## config.mk

```make
export PLATFORM = sky130hd
export DESIGN_NAME = mmio_io_ctrl
export DESIGN_NICKNAME = d
export VERILOG_FILES = /design/src/rtl/mmio_io_ctrl.sv
export SDC_FILE = /design/constraint.sdc
export NUM_CORES = 1
export LEC_CHECK = 0
export CAP_MARGIN = 20
export CORE_UTILIZATION = 47
export CTS_CLUSTER_DIAMETER = 150
export DETAILED_ROUTE_END_ITERATION = 7
export GPL_ROUTABILITY_DRIVEN = 0
export HOLD_SLACK_MARGIN = 0.1
export PLACE_DENSITY = 0.75
export REMOVE_ABC_BUFFERS = 1
export SETUP_SLACK_MARGIN = 0.4
export SLEW_MARGIN = 20
export SYNTH_ARGS = -nofsm -noshare
export SYNTH_HDL_FRONTEND = slang
export SYNTH_SLANG_ARGS = --single-unit
```

## constraint.sdc

```tcl
create_clock -name CLK -period 1.4 [get_ports CLK]
set_input_delay 0.28 -clock CLK [delete_from_list [all_inputs] [get_ports CLK]]
set_output_delay 0.28 -clock CLK [all_outputs]
set_load 0.03 [all_outputs]
```

## src/rtl/mmio_io_ctrl.sv

```systemverilog
// I/O-window register block: debounced KEY/SW inputs with sticky press/overrun
// flags, plus latched HEX/LEDR/LEDG outputs, all decoded from 0xFFF0-0xFFFF.
module mmio_io_ctrl #(
  parameter int DBITS       = 16,
  parameter int DEB_CYCLES  = 50000,
  parameter int DEB_SAMPLES = 3,
  parameter int CNTBITS     = 16
) (
  input  logic             CLK,
  input  logic             RESET_N,
  input  logic [DBITS-1:0] ADDR,
  input  logic [DBITS-1:0] WDATA,
  input  logic             WE,
  output logic [DBITS-1:0] RDATA,
  output logic             SEL,
  input  logic [3:0]       KEY_IN,
  input  logic [9:0]       SW_IN,
  output logic [15:0]      HEX_OUT,
  output logic [9:0]       LEDR_OUT,
  output logic [7:0]       LEDG_OUT
);

  // Keys occupy bits [3:0], switches [13:4]; keys idle high (released).
  localparam int          NB     = 14;
  localparam logic [NB-1:0] IN_RST = {10'b0, 4'hF};

  logic [NB-1:0]      in_p0, in_p1;
  logic [NB-1:0]      hist_q [DEB_SAMPLES];
  logic [NB-1:0]      hist_d [DEB_SAMPLES];
  logic [NB-1:0]      deb_q, deb_d, all_eq;
  logic [CNTBITS-1:0] cnt_q;
  logic               tick;
  logic [3:0]         flag_q, ovr_q, press, clr_flag, clr_ovr;
  logic [15:0]        hex_q;
  logic [9:0]         ledr_q;
  logic [7:0]         ledg_q;
  logic [2:0]         reg_idx;
  logic               wr_en;
  logic               unused_addr_lsb;

  assign SEL             = (ADDR[DBITS-1:4] == '1);
  assign reg_idx         = ADDR[3:1];
  assign wr_en           = WE & SEL;
  assign unused_addr_lsb = ADDR[0];
  assign tick            = (cnt_q == CNTBITS'(DEB_CYCLES - 1));
  assign clr_flag        = (wr_en && reg_idx == 3'd2) ? WDATA[3:0] : 4'b0;
  assign clr_ovr         = (wr_en && reg_idx == 3'd2) ? WDATA[7:4] : 4'b0;

  // The new level is judged on the history as it will be after this tick,
  // so the debounced bit moves on the same edge the last sample lands.
  always_comb begin
    hist_d = hist_q;
    if (tick) begin
      hist_d[0] = in_p1;
      for (int k = 1; k < DEB_SAMPLES; k++) hist_d[k] = hist_q[k-1];
    end
    all_eq = '1;
    for (int k = 1; k < DEB_SAMPLES; k++) all_eq = all_eq & ~(hist_d[k] ^ hist_d[0]);
    deb_d = tick ? ((deb_q & ~all_eq) | (hist_d[0] & all_eq)) : deb_q;
    press = deb_q[3:0] & ~deb_d[3:0];
  end

  // Stage p0 -> p1: two-flop synchronizer on the raw asynchronous inputs.
  always_ff @(posedge CLK or negedge RESET_N) begin
    if (!RESET_N) begin
      in_p0 <= IN_RST;
      in_p1 <= IN_RST;
    end else begin
      in_p0 <= {SW_IN, KEY_IN};
      in_p1 <= in_p0;
    end
  end

  // Stage p1 -> debounce: prescaled sampling history and accepted levels.
  always_ff @(posedge CLK or negedge RESET_N) begin
    if (!RESET_N) begin
      cnt_q <= '0;
      deb_q <= IN_RST;
      for (int k = 0; k < DEB_SAMPLES; k++) hist_q[k] <= IN_RST;
    end else begin
      cnt_q <= tick ? '0 : cnt_q + 1'b1;
      deb_q <= deb_d;
      for (int k = 0; k < DEB_SAMPLES; k++) hist_q[k] <= hist_d[k];
    end
  end

  // Overrun is judged against the flag before this edge's update; set wins over clear.
  always_ff @(posedge CLK or negedge RESET_N) begin
    if (!RESET_N) begin
      flag_q <= 4'b0;
      ovr_q  <= 4'b0;
    end else begin
      flag_q <= (flag_q & ~clr_flag) | press;
      ovr_q  <= (ovr_q & ~clr_ovr) | (press & flag_q & ~clr_flag);
    end
  end

  always_ff @(posedge CLK or negedge RESET_N) begin
    if (!RESET_N) begin
      hex_q  <= 16'b0;
      ledr_q <= 10'b0;
      ledg_q <= 8'b0;
    end else if (wr_en) begin
      case (reg_idx)
        3'd4:    hex_q  <= WDATA[15:0];
        3'd5:    ledr_q <= WDATA[9:0];
        3'd6:    ledg_q <= WDATA[7:0];
        default: ;
      endcase
    end
  end

  always_comb begin
    RDATA = '0;
    if (SEL) begin
      case (reg_idx)
        3'd0:    RDATA = DBITS'(deb_q[3:0]);
        3'd1:    RDATA = DBITS'(deb_q[13:4]);
        3'd2:    RDATA = DBITS'({ovr_q, flag_q});
        3'd4:    RDATA = DBITS'(hex_q);
        3'd5:    RDATA = DBITS'(ledr_q);
        3'd6:    RDATA = DBITS'(ledg_q);
        default: RDATA = '0;
      endcase
    end
  end

  assign HEX_OUT  = hex_q;
  assign LEDR_OUT = ledr_q;
  assign LEDG_OUT = ledg_q;

endmodule

```

==> run metrics, run 1 <==
Yosys top cell area share=49.9%; final worst slack=-596 ps; detailed placement HPWL=9810 um; DIE WIDTH=109 um; ranking of synthesized cells by area=dfrtp_1 (50%), dfstp_2 (9.7%), mux2_2 (8.7%); drt wl/cell=29.1 um; Synth Instances=485; largest net degree at the start of global routing=39; Die Ht=109 um; Clock Skews=14.0 ps; area leader, netlist=dfrtp_1; Post-route DRC=0; Syn Area/Cell=11.2 um2; first-pass GRT wire length=29600 um; outcome=finished, violations left; Max Root-Sink Buffers=2; max cap viols=0; Starting Density=49.1%; area grow syn2layout=84.3%; vias in the first global route=5461; period utilisation layout=143%; Final Setup Violations=120; Distinct cells, synth=46; most common cell in the netlist=dfrtp_1; startpoint types=flip-flop; Min Clock Period, post-route=2000 ps; post-route ant nets=0; slowest CP cell=dfrtp_1; nets=773; Seq cells post-synth=128; CP arrival=1720 ps; num rows=38; Post-synth ARST share=100%; Req. time, crit path=1120 ps; Syn. warnings=0; CTS tree=built; core area=11000 um2; DRT iter0 DRCs=501; GRT overflow=0; number of synthesized flops with an enable pin=0; number of port buffers=98; Worst Hold Slack=271 ps; Tot Pwr=0.00918 W; hold crit path type=in2reg; DIE AREA=12000 um2; maximum VDD drop=1.46 mV; crit path cell chain=mux2_4 -> a22oi_2 -> o22a_1 -> nor2_1 -> buf_4; post-synthesis sequential area ratio=59.6%; slowest stage delay, CP=430 ps; clk_lat worst skew=430 ps; Worst-Margin Slew=597 ps; Vias=5628; Routed WL=25500 um; count of final hold-check violations=0; H-tree Lvls=4; Fmax=0.501 GHz; Reg clk slew, reported paths=70 ps; TritonCTS Buffers=17; RSZ-0062 raised after global routing=yes; final slew viol count=0; Most used DFF post-synth=dfrtp_1; Setup Crit Path Kind=reg2out; gr usage total=34.3%; final core utilization=90.5%; CP endpoint kind=primary output; Sink Count=128; I/O Pins=100; n_diodes=0; LEAKAGE=4.61 nW; Pre-antenna DRT Iters=6; slew margin rel.=59.7%; Vias/cell=6.42; commonest cells in the netlist=dfrtp_1 (108), nand2_1 (96), mux2_2 (42), nor2_1 (34), dfstp_2 (20); fraction of layout cells with a size suffix above 1=66.6%; initial antenna violation count=1; Cell Area, Synth=5420 um2; CP Max Fanout=2; clk root buf=clkbuf_16; P per Cell Area=920 nW/um2; failing checks=setup timing
==> flip-flops by register name (all words and copies together), names as in the netlist, named ones only <==
name	cells
in_p1	14
flag_q	4
in_p0	14
hist_q	28
LEDR_OUT	10
LEDG_OUT	8
ovr_q	4
HEX_OUT	16
deb_q	4
cnt_q	16
==> through the flow <==
stage	instance area, um2	setup TNS, ps	setup slack, ps	std cells
after global placement	7100	-46410	-773	772
final	9980	-38900	-596	876
after detailed placement	7100	-49890	-819	772
after CTS	8960	-17100	-468	846
after global routing	9980	-43220	-653	876
after floorplan	5310	-70180	-1000	463
==> power by group <==
part,leakage (nW),total (W),switching [W],internal (W)
logic,2.67,0.000442,0.000234,0.000208
registers,1.63,0.00381,0.0000574,0.00375
clock network,0.306,0.00493,0.00181,0.00312
total,4.61,0.00918,0.00210,0.00708
==> worst max-delay path, delay by kind of cell (launching register included) <==
family	cells	cell delay, ps
flip-flops	1	430
multiplexers	1	300
buffers and inverters	1	170
AO/OA/AOI/OAI	2	340
AND/OR/NAND/NOR	1	50
==> cells in the final DEF (no fill, tap or decap), types with 9 or more instances in the layout <==
master	n
clkbuf_16	18
dfstp_2	20
nand2_1	25
nor2_1	21
nand2_2	41
nor3_2	12
mux2_2	34
buf_6	101
clkdlybuf4s50_1	31
a31oi_4	12
buf_4	67
buf_12	18
buf_16	11
nand2_4	30
a22oi_2	9
inv_1	10
nor4_4	10
dfrtp_1	104
==> per-layer routing <==
layer  wire, um  GRT usage, %  vias to the layer above  part of all wire, %
li1           -             -                     2186                    -
met1       8430          37.7                     2791                   33
met2      12800          60.0                      463                   50
met3       2340          9.66                      186                  9.2
met4       1870          18.3                        2                  7.4
met5         15             0                        -                0.059
==> final cells by class <==
cell class              instances  area, um2
fillers                       382       1050
clock inverters                10        159
well taps                     140        175
inverters                      10       37.5
multi-input cells             325       3160
repair buffers                241       2740
flip-flops and latches        128       3230
clock buffers                  22        474
==> path summary, 6_finish.rpt <==
| kind | slack, ps | from | to | depth (start not counted) |
|---|---|---|---|---|
| max | -600 | LEDR_OUT[1]$_DFFE_PN0P_ | RDATA[1] | 5 |
| min | 270 | KEY_IN[3] | in_p0[3]$_DFF_PN1_ | 1 |
| max reg2reg | -510 | cnt_q[4]$_DFF_PN0_ | hist_q[18]$_DFF_PN0_ | 8 |
| min reg2reg | 350 | in_p0[6]$_DFF_PN0_ | in_p1[6]$_DFF_PN0_ | 0 |
| max in group asynchronous | 470 | RESET_N | hist_q[16]$_DFF_PN1_ | 3 |
| min in group asynchronous | 320 | RESET_N | in_p1[6]$_DFF_PN0_ | 2 |
==> kinds of logic after synthesis <==
group | share of synthesized area [%]
flip-flops | 59.6
XOR/XNOR | 2.10
AND/OR/NAND/NOR | 19.1
AO/OA/AOI/OAI | 6.40
buffers and inverters | 2.70
adder cells (fa/ha/maj) | 0.231
multiplexers | 9.84
==> what timing repair did <==
| action | CTS | global route |
|---|---|---|
| pin swaps | 62 | 69 |
| gates cloned | 13 | 1 |
| endpoints found under the hold margin | 104 | 0 |
| buffers inserted | 28 | 29 |
| hold buffers | 1 | 0 |
| gates resized for setup | 386 | 180 |
| setup endpoints to repair | 150 | 150 |
(Power assumes the default switching activity.)
==> inputs of run 2 (changes only) <==
--- a/config.mk
+++ b/config.mk
@@ -6,6 +6,7 @@
 export NUM_CORES = 1
 export LEC_CHECK = 0
 export CAP_MARGIN = 20
+export CORE_ASPECT_RATIO = 0.75
 export CORE_UTILIZATION = 47
 export CTS_CLUSTER_DIAMETER = 150
 export DETAILED_ROUTE_END_ITERATION = 7
@@ -14,7 +15,6 @@
 export PLACE_DENSITY = 0.75
 export REMOVE_ABC_BUFFERS = 1
 export SETUP_SLACK_MARGIN = 0.4
-export SLEW_MARGIN = 20
 export SYNTH_ARGS = -nofsm -noshare
 export SYNTH_HDL_FRONTEND = slang
 export SYNTH_SLANG_ARGS = --single-unit
==> run 2 against run 1 <==
Compared with the run above: the flow still finishes with violations (setup timing); via count grew 1.4%; first-iteration DRC count grew 15%; non-clock buffer count is the same; largest power group unchanged.
==> run metrics, run 2 (synthesis results as in run 1) <==
outcome=finished, violations left; failing checks=setup timing; Setup Crit Path Kind=reg2out; CP Max Fanout=3 (+1); I/O Pins=100 (unchanged); P per Cell Area=881 nW/um2 (-4.2%); largest net degree at the start of global routing=60 (+54%); CTS tree=built; setup slack, reg-to-reg=-610 ps (-100 ps); Sink Count=128 (unchanged); final core utilization=90.5% (about the same); Reg clk slew, reported paths=60 ps (about the same); num rows=33 (-13%); commonest non-fill, non-tap cells in the layout=dfrtp_1 (105), buf_6 (97), buf_4 (58); gr usage total=36.0% (+1.7 points); vias in the first global route=5689 (+4.2%); Max Root-Sink Buffers=2 (unchanged); GRT overflow=0 (unchanged); period utilisation layout=154% (+12 points); final slew viol count=0 (unchanged); first-pass GRT wire length=31100 um (+5.1%); Pre-antenna DRT Iters=5 (-1); nets=773 (unchanged); DIE WIDTH=126 um (+15%); Vias/cell=6.51 (+1.4%); Worst-Margin Slew=614 ps (+17.0 ps); CP endpoint kind=primary output; commonest non-fill, non-tap cell in the layout=dfrtp_1; DIE AREA=12000 um2 (about the same); area grow syn2layout=84.9%; number of port buffers=98 (unchanged); Post-Place Setup Slack=-858 ps (-38.6 ps); n_diodes=0 (unchanged); DRT iter0 DRCs=578 (+15%); detailed placement HPWL=9590 um (-2.2%); dpl cells=776 (+0.52%); post-route ant nets=0 (unchanged); post-route design area=10000 um2 (+0.34%); Clock Skews=11.8 ps (-2.18 ps); clk_lat worst skew=440 ps (about the same); placed cell area=7160 um2 (+0.85%); clk root buf=clkbuf_16; maximum VDD drop=1.03 mV (-30%); fin cells=876 (unchanged); initial antenna violation count=0 (-1); Routed WL=25700 um (+1.0%); fraction of layout cells with a size suffix above 1=67.3% (+0.68 points); max cap viols=0 (unchanged); CP arrival=1880 ps (+160 ps); RSZ-0062 raised after global routing=yes; final worst slack=-760 ps (-164 ps); Starting Density=48.9% (-0.16 points); Die Ht=95.0 um (-13%); Req. time, crit path=1120 ps (about the same); TritonCTS Buffers=17 (unchanged); count of final hold-check violations=0 (unchanged); core area=11100 um2 (+0.32%); Vias=5705 (+1.4%); Largest Register=hist_q; slew margin rel.=58.5% (-1.1 points); Min Clock Period, post-route=2160 ps (+164 ps); Post-route DRC=0 (unchanged); Fmax=0.463 GHz (-7.6%); startpoint types=flip-flop; hold crit path type=in2reg; H-tree Lvls=4 (unchanged); max reg flops=28 (unchanged); drt wl/cell=29.4 um (+1.0%); Final Setup Violations=119 (-0.83%); LEAKAGE=4.59 nW (-0.50%)
## run 2: changes by cell type in the layout (fill, tap and decap cells not counted), moves of 4 or more
cell	previous run	this run
a21oi_4	0	4
buf_12	18	28
buf_4	67	58
buf_6	101	97
mux2i_1	2	6
mux2i_2	4	0
nor4_2	5	9
nor4_4	10	6
## run 2: worst paths after layout
kind | startpoint | to | depth (start not counted)
max | LEDG_OUT[3]$_DFFE_PN0P_ | RDATA[3] | 6
min | KEY_IN[2] | in_p0[2]$_DFF_PN1_ | 1
max reg2reg | cnt_q[7]$_DFF_PN0_ | flip-flop | 6
min reg2reg | in_p0[13]$_DFF_PN0_ | in_p1[13]$_DFF_PN0_ | 0
max in group asynchronous | RESET_N | deb_q[0]$_DFF_PN1_ | 3
min in group asynchronous | RESET_N | HEX_OUT[15]$_DFFE_PN0P_ | 2
## run 2: metrics by stage
stage	TNS [ps]	hold slack (ps)	total power, W
6_report	-44210	276	0.00882
5_1_grt	-47120	265	0.00901
4_1_cts	-21360	258	0.00854
3_5_place_dp	-49510	161	0.00420
3_3_place_gp	-44200	156	0.00419
2_1_floorplan	-70180	-15.6	0.00388
## run 2: metal layers
metal	vias to the layer above	global-route usage, %	routed length (um)
met1	2831	39.7	8970
met5	-	0	0
met4	0	21.3	2070
met2	495	61.6	12000
li1	2188	-	-
met3	191	12.0	2640
## run 2: cell type report
class / instances / area [um2]
clock inverter: 10 / 110
multi-input combinational: 325 / 3200
fill: 345 / 1050
timing repair buffer: 241 / 2790
tap: 140 / 175
inverter: 10 / 37.5
clock buffer: 22 / 474
sequential: 128 / 3230
## run 2: worst max-delay path, stage by stage (launching register included)
cell      delay [ps]
dfrtp_1          410
mux2i_1          120
nor2_1           210
a21oi_1          100
a211oi_2         320
buf_4            170
buf_6            130
## run 2: repair_timing
item	in CTS	in global routing
hold buffers	1	0
cloned	8	0
pin swaps	77	73
buffers inserted	38	21
endpoints found under the setup margin	151	151
gates resized for setup	399	167
hold endpoints to repair	108	0
## run 2: power breakdown
group	total, W	leakage [nW]	internal [W]	switching (W)
clock	0.00459	0.278	0.00275	0.00183
sequential	0.00381	1.63	0.00375	0.0000602
combinational	0.000423	2.68	0.000191	0.000232
total	0.00882	4.59	0.00670	0.00213
